### src/rtl/call_stack_ctrl.sv
// Call/return sequencer that saves 16-bit return addresses on an external 8-bit stack.
// Build option CALLSTK_ERR_TRAP_EN: errors become sticky and redirect pc_out to TRAP_VECTOR.
//
// state     | meaning
// ----------+-----------------------------------------------
// S_IDLE    | waiting for call/ret, flags request errors
// S_PUSH_LO | pushing ret_addr[7:0]
// S_PUSH_HI | pushing ret_addr[15:8], then jump to target
// S_POP_HI  | popping high byte (returns next cycle)
// S_POP_LO  | popping low byte, capturing high byte
// S_WAIT_LO | low byte on stk_rdata, load pc_out
module call_stack_ctrl #(
   parameter int          STACK_DEPTH = 32,
   parameter logic [15:0] TRAP_VECTOR = 16'h0000
) (
   input  logic        clk,
   input  logic        rst,
   input  logic        call,
   input  logic        ret,
   input  logic [15:0] ret_addr,
   input  logic [15:0] call_target,
   output logic [15:0] pc_out,
   output logic        busy,
   output logic        done,
   output logic        err,
   output logic        stk_push,
   output logic        stk_pop,
   output logic [7:0]  stk_wdata,
   input  logic [7:0]  stk_rdata,
   input  logic        stk_empty,
   input  logic        stk_full
);

`ifdef CALLSTK_ERR_TRAP_EN
   localparam bit TRAP_EN = 1'b1;
`else
   localparam bit TRAP_EN = 1'b0;
`endif

   localparam int            CW           = $clog2(STACK_DEPTH + 1);
   localparam logic [CW-1:0] CNT_TWO      = CW'(2);
   localparam logic [CW-1:0] CNT_MAX_CALL = CW'(STACK_DEPTH - 2);

   typedef enum logic [2:0] {
      S_IDLE, S_PUSH_LO, S_PUSH_HI, S_POP_HI, S_POP_LO, S_WAIT_LO
   } state_t;

   state_t        state_q, state_d;
   logic [15:0]   ra_q, ra_d;
   logic [15:0]   tgt_q, tgt_d;
   logic [15:0]   pc_q, pc_d;
   logic [7:0]    hi_q, hi_d;
   logic [CW-1:0] cnt_q, cnt_d;
   logic          done_q, done_d;
   logic          err_q, err_d;
   logic          lock;
   logic          call_ok, ret_ok;
   logic [7:0]    wdata_c;

   always_comb begin
      state_d = state_q;
      ra_d    = ra_q;
      tgt_d   = tgt_q;
      pc_d    = pc_q;
      hi_d    = hi_q;
      cnt_d   = cnt_q;
      done_d  = 1'b0;
      err_d   = TRAP_EN ? err_q : 1'b0;
      // A trapped controller stays halted until reset, so done can never join a sticky err.
      lock    = TRAP_EN && err_q;
      call_ok = call && !ret && (cnt_q <= CNT_MAX_CALL) && !stk_full;
      ret_ok  = ret && !call && (cnt_q >= CNT_TWO) && !stk_empty;
      case (state_q)
         S_IDLE: begin
            if (!lock) begin
               if (call_ok) begin
                  ra_d    = ret_addr;
                  tgt_d   = call_target;
                  state_d = S_PUSH_LO;
               end else if (ret_ok) begin
                  state_d = S_POP_HI;
               end else if (call || ret) begin
                  err_d = 1'b1;
                  if (TRAP_EN) pc_d = TRAP_VECTOR;
               end
            end
         end
         S_PUSH_LO: state_d = S_PUSH_HI;
         S_PUSH_HI: begin
            pc_d    = tgt_q;
            cnt_d   = cnt_q + CNT_TWO;
            done_d  = 1'b1;
            state_d = S_IDLE;
         end
         S_POP_HI: state_d = S_POP_LO;
         S_POP_LO: begin
            hi_d    = stk_rdata;
            state_d = S_WAIT_LO;
         end
         S_WAIT_LO: begin
            pc_d    = {hi_q, stk_rdata};
            cnt_d   = cnt_q - CNT_TWO;
            done_d  = 1'b1;
            state_d = S_IDLE;
         end
         default: state_d = S_IDLE;
      endcase
   end

   always_ff @(posedge clk) begin
      if (rst) begin
         state_q <= S_IDLE;
         ra_q    <= '0;
         tgt_q   <= '0;
         pc_q    <= '0;
         hi_q    <= '0;
         cnt_q   <= '0;
         done_q  <= 1'b0;
         err_q   <= 1'b0;
      end else begin
         state_q <= state_d;
         ra_q    <= ra_d;
         tgt_q   <= tgt_d;
         pc_q    <= pc_d;
         hi_q    <= hi_d;
         cnt_q   <= cnt_d;
         done_q  <= done_d;
         err_q   <= err_d;
      end
   end

   // Outputs are forced quiet during the reset cycle itself so an aborted sequence strobes no more.
   always_comb begin
      wdata_c = 8'h00;
      if (!rst) begin
         if (state_q == S_PUSH_LO)      wdata_c = ra_q[7:0];
         else if (state_q == S_PUSH_HI) wdata_c = ra_q[15:8];
      end
   end

   assign stk_wdata = wdata_c;
   assign stk_push  = !rst && ((state_q == S_PUSH_LO) || (state_q == S_PUSH_HI));
   assign stk_pop   = !rst && ((state_q == S_POP_HI) || (state_q == S_POP_LO));
   assign busy      = !rst && (state_q != S_IDLE);
   assign pc_out    = rst ? 16'h0000 : pc_q;
   assign done      = !rst && done_q;
   assign err       = !rst && err_q;

endmodule

### config.mk
export PLATFORM = sky130hd
export DESIGN_NAME = call_stack_ctrl
export DESIGN_NICKNAME = d
export VERILOG_FILES = /design/src/rtl/call_stack_ctrl.sv
export SDC_FILE = /design/constraint.sdc
export NUM_CORES = 1
export LEC_CHECK = 0
export BUFFER_PORTS_ARGS = -buffer_cell sky130_fd_sc_hd__buf_2
export CORE_MARGIN = 8
export CORE_UTILIZATION = 50
export DETAILED_ROUTE_END_ITERATION = 16
export PLACE_DENSITY_LB_ADDON = 0.3
export SLEW_MARGIN = 15
export SYNTH_ARGS = -nofsm -noshare
export SYNTH_HDL_FRONTEND = slang
export SYNTH_SLANG_ARGS = --single-unit
export TNS_END_PERCENT = 1
### constraint.sdc
create_clock -name clk -period 4.25 [get_ports clk]
set_input_delay 0.85 -clock clk [delete_from_list [all_inputs] [get_ports clk]]
set_output_delay 0.85 -clock clk [all_outputs]
set_load 0.02 [all_outputs]
==> impl_results.rst <==
.. list-table::
   :header-rows: 1

   * - Metric
     - Value
   * - Number of flops mapped to enable cells by yosys
     - 0
   * - Number of antenna violations at the first check in global routing
     - 0
   * - Hold buffer count at CTS
     - 0
   * - Layout net count
     - 483
   * - Overall die height
     - 96.3 µm
   * - Number of setup buffers added after CTS
     - 0
   * - CTS Root Buffer Type
     - sky130_fd_sc_hd__clkbuf_8
   * - Share of synthesized area occupied by flip-flops and latches
     - 41.0%
   * - Post-route antenna net violation count
     - 0
   * - Post-Syn Area per Cell
     - 8.60 µm²
   * - Static leakage
     - 0.00151 µW
   * - Setup repair after global routing missed its margin
     - no
   * - Number of register bits inferred by synthesis
     - 66
   * - Crit path capture type
     - output port
   * - Post-place instance area
     - 3580 µm²
   * - WP buf/inv
     - 1
   * - Setup Viol. Count Final
     - 0
   * - Number of detailed-route iterations in the first pass
     - 4
   * - Starting density of the core
     - 51.4%
   * - Post-CTS Resized
     - 0
   * - Async set-or-reset flop fraction in the synthesized netlist
     - 0%
   * - FF-to-FF Start
     - cnt_q[2]$_SDFFE_PP0P_
   * - Count of unique library cells instantiated by Yosys
     - 38
   * - Final GP Congestion
     - 0.862
   * - Post-CTS clock slew at the launch and capture registers of the worst setup and hold paths
     - 70 ps
   * - Top area cells in the synthesized netlist
     - sky130_fd_sc_hd__dfxtp_1 41%, sky130_fd_sc_hd__nand2b_1 13%, sky130_fd_sc_hd__mux2i_1 9.9%, sky130_fd_sc_hd__nand2_1 5.8%, sky130_fd_sc_hd__a311oi_1 4.3%
   * - Worst slew margin relative to its limit
     - 40.5%
   * - Most common library cells after synthesis
     - 66 x sky130_fd_sc_hd__dfxtp_1, 65 x sky130_fd_sc_hd__nand2b_1, 50 x sky130_fd_sc_hd__nand2_1
   * - IR drop worst, VDD
     - 0.263 mV
   * - Full die area
     - 9270 µm²
   * - Tightest Hold Check Type
     - register to register
   * - Transition at the pin with the smallest max-transition slack
     - 890 ps
   * - Number of vias per cell
     - 5.16
   * - FF-to-FF End
     - ra_q[3]$_SDFFE_PP0P_
   * - Hold Vio Cnt, Final
     - 0
   * - Number of fill cells in the layout
     - 573
   * - Family with the most delay on the worst path
     - simple AND/OR/NAND/NOR gates
   * - Final worst hold slack
     - 458 ps
   * - Detail-routed net length per standard cell
     - 14.1 µm
   * - Cell taking the most area after synthesis
     - sky130_fd_sc_hd__dfxtp_1
   * - Worst hold endpoint
     - hi_q[6]$_SDFFE_PP0N_
   * - Global-route wire length before repair
     - 11.8 mm
   * - Final setup margin
     - 1270 ps
   * - Area of combinational cells with multiple inputs
     - 1740 µm²
   * - Number of buffers added on ports
     - 74
   * - Core Footprint
     - 6280 µm²
   * - Time the worst path needs with I/O delays and setup
     - 2980 ps
   * - Number of antenna cells inserted
     - 0
   * - All-layer global routing usage
     - 15.9%
   * - Critical path required time
     - 3400 ps
   * - Cells after synthesis
     - 375
   * - Post-route DRC violation count
     - 0
   * - Synth-to-Final Area Change
     - 17.2%
   * - Largest net degree at the start of global routing
     - 118
   * - Detailed-route via count
     - 2655
   * - Die width
     - 96.3 µm
   * - Ordered list of cells on the worst path
     - nor2b_1 -> a22oi_1 -> nor2_1 -> buf_2
   * - Area share of the largest cell type after synthesis
     - 41.0%
   * - Net count of the mapped netlist
     - 425
   * - Buffers from clock root to sink, at most
     - 2
   * - Slowest stage cell on the critical path
     - sky130_fd_sc_hd__nor2b_1
   * - FF-to-FF setup slack
     - 1920 ps
   * - Finished Cell Area
     - 3780 µm²
   * - Critical Path Source Type
     - register
   * - Max-slew violations
     - 0
   * - Worst clock skew
     - 8.92 ps
   * - Achievable clock frequency
     - 335 MHz
   * - Post-Place Worst Slack
     - 1640 ps
   * - GRT Residual Overflow
     - 0
   * - Arrival time at the worst endpoint
     - 2130 ps
   * - Classification of the worst setup path
     - register to output port
   * - Outcome
     - finished clean
   * - Area used by sequential logic in the layout
     - 1320 µm²
   * - Period utilization
     - 70.2%
   * - Total negative slack
     - 0 ps
   * - Core Rows
     - 29
   * - Max-capacitance violation count
     - 0
   * - Clock sink count
     - 66
   * - Largest incremental delay on the critical path
     - 760 ps
   * - Top-Level Pins
     - 75
   * - Critical hold path startpoint
     - hi_q[6]$_SDFFE_PP0N_
   * - Total clock buffers created by CTS
     - 9
   * - Via count of the first global-routing pass
     - 2596
   * - Pwr dens
     - 458 nW/µm²
   * - Final wirelength
     - 7.26 mm
   * - CTS tree
     - done
   * - Worst Path Max Fanout
     - 12
   * - Number of violations reported at the end of detailed-routing iteration 0
     - 163
   * - Clk Latency, worst-skew pair
     - 330 ps
   * - Proportion of layout cells with a drive suffix above 1
     - 23.1%
   * - Final HPWL from detailed placement
     - 5.11 mm
   * - Summed instance area of the synthesized netlist
     - 3220 µm²
   * - Most instantiated flip-flop cell in the synthesis netlist
     - sky130_fd_sc_hd__dfxtp_1
   * - Most numerous cell in the Yosys netlist
     - sky130_fd_sc_hd__dfxtp_1
   * - Length in cells of the worst reg-to-reg path
     - 7
   * - Worst hold path cell count
     - 2
   * - H-tree level count
     - 3
   * - Yosys warning count
     - 0
-- routing by layer --
layer / wire length [µm] / GRT usage (%)
met1: 3500 / 21.1
met2: 3190 / 23.7
met3: 502 / 4.37
met4: 68 / 6.81
met5: 0 / 0
-- registers in the layout, summed over array words and instances (netlist names) --
| register | count |
|---|---|
| cnt_q | 5 |
| done_q | 1 |
| err_q | 1 |
| hi_q | 8 |
| pc_q | 16 |
| ra_q | 16 |
| state_q | 3 |
| tgt_q | 16 |
-- final cells by class --
type / count / share of cell area, %
repair buffers: 78 / 10.9
inverters: 3 / 0.298
well taps: 77 / 2.55
flip-flops and latches: 66 / 35.0
clock buffers: 9 / 3.28
clock inverters: 7 / 2.05
multi-input cells: 275 / 45.9
-- placed cells by master, fill, tap and decap left out, drive strengths merged, types with 4 or more instances in the layout --
cell,synthesis,routed
buf,11,78
dfxtp,66,66
nand2b,65,65
nand2,50,50
nor2,35,35
mux2i,32,32
nor2b,20,20
a311oi,16,16
a21oi,15,15
clkbuf,20,9
a22oi,8,8
inv,3,5
ha,4,4
-- how the worst max path moves through the flow --
stage / end / cells after the start / slack (ps) / start
final: stk_wdata[1] / 4 / 1270 / state_q[0]$_SDFFE_PP0P_
after global routing: stk_wdata[7] / 4 / 1060 / state_q[0]$_SDFFE_PP0P_
after CTS: stk_wdata[7] / 4 / 1270 / state_q[0]$_SDFFE_PP0P_
after detailed placement: stk_wdata[6] / 4 / 1640 / state_q[0]$_SDFFE_PP0P_
after global placement: stk_push / 4 / 1670 / rst
after floorplan: busy / 4 / 1610 / rst
-- stage by stage --
stage,cells,utilization (%),power (µW)
after detailed placement,499,57.0,1220
final,515,60.2,1730
after CTS,515,60.2,1740
after global placement,499,57.0,1210
after global routing,515,60.2,1830
after floorplan,375,-,1130
-- where the power goes --
group / total, µW / internal (µW) / switching (µW)
combinational: 453 / 183 / 270
clock: 526 / 276 / 250
sequential: 750 / 686 / 63.7
total: 1730 / 1150 / 584
-- logic make-up after synthesis --
| logic type | Yosys count | share of synthesized area [%] |
|---|---|---|
| AND/OR/NAND/NOR | 189 | 30.4 |
| flip-flops | 66 | 41.0 |
| AO/OA/AOI/OAI | 47 | 10.8 |
| buffers and inverters | 34 | 5.51 |
| multiplexers | 32 | 9.93 |
| adder cells (fa/ha/maj) | 4 | 1.55 |
| XOR/XNOR | 3 | 0.815 |
-- worst register-to-register path, cell delays in order (launching register included) --
cell and delay (ps):
sky130_fd_sc_hd__dfxtp_1 450, sky130_fd_sc_hd__ha_1 220, sky130_fd_sc_hd__and3_1 180, sky130_fd_sc_hd__ha_1 170
sky130_fd_sc_hd__o211ai_1 150, sky130_fd_sc_hd__nor3b_2 470, sky130_fd_sc_hd__buf_4 380, sky130_fd_sc_hd__mux2i_1 240
Power figures use the tool's default switching activity.
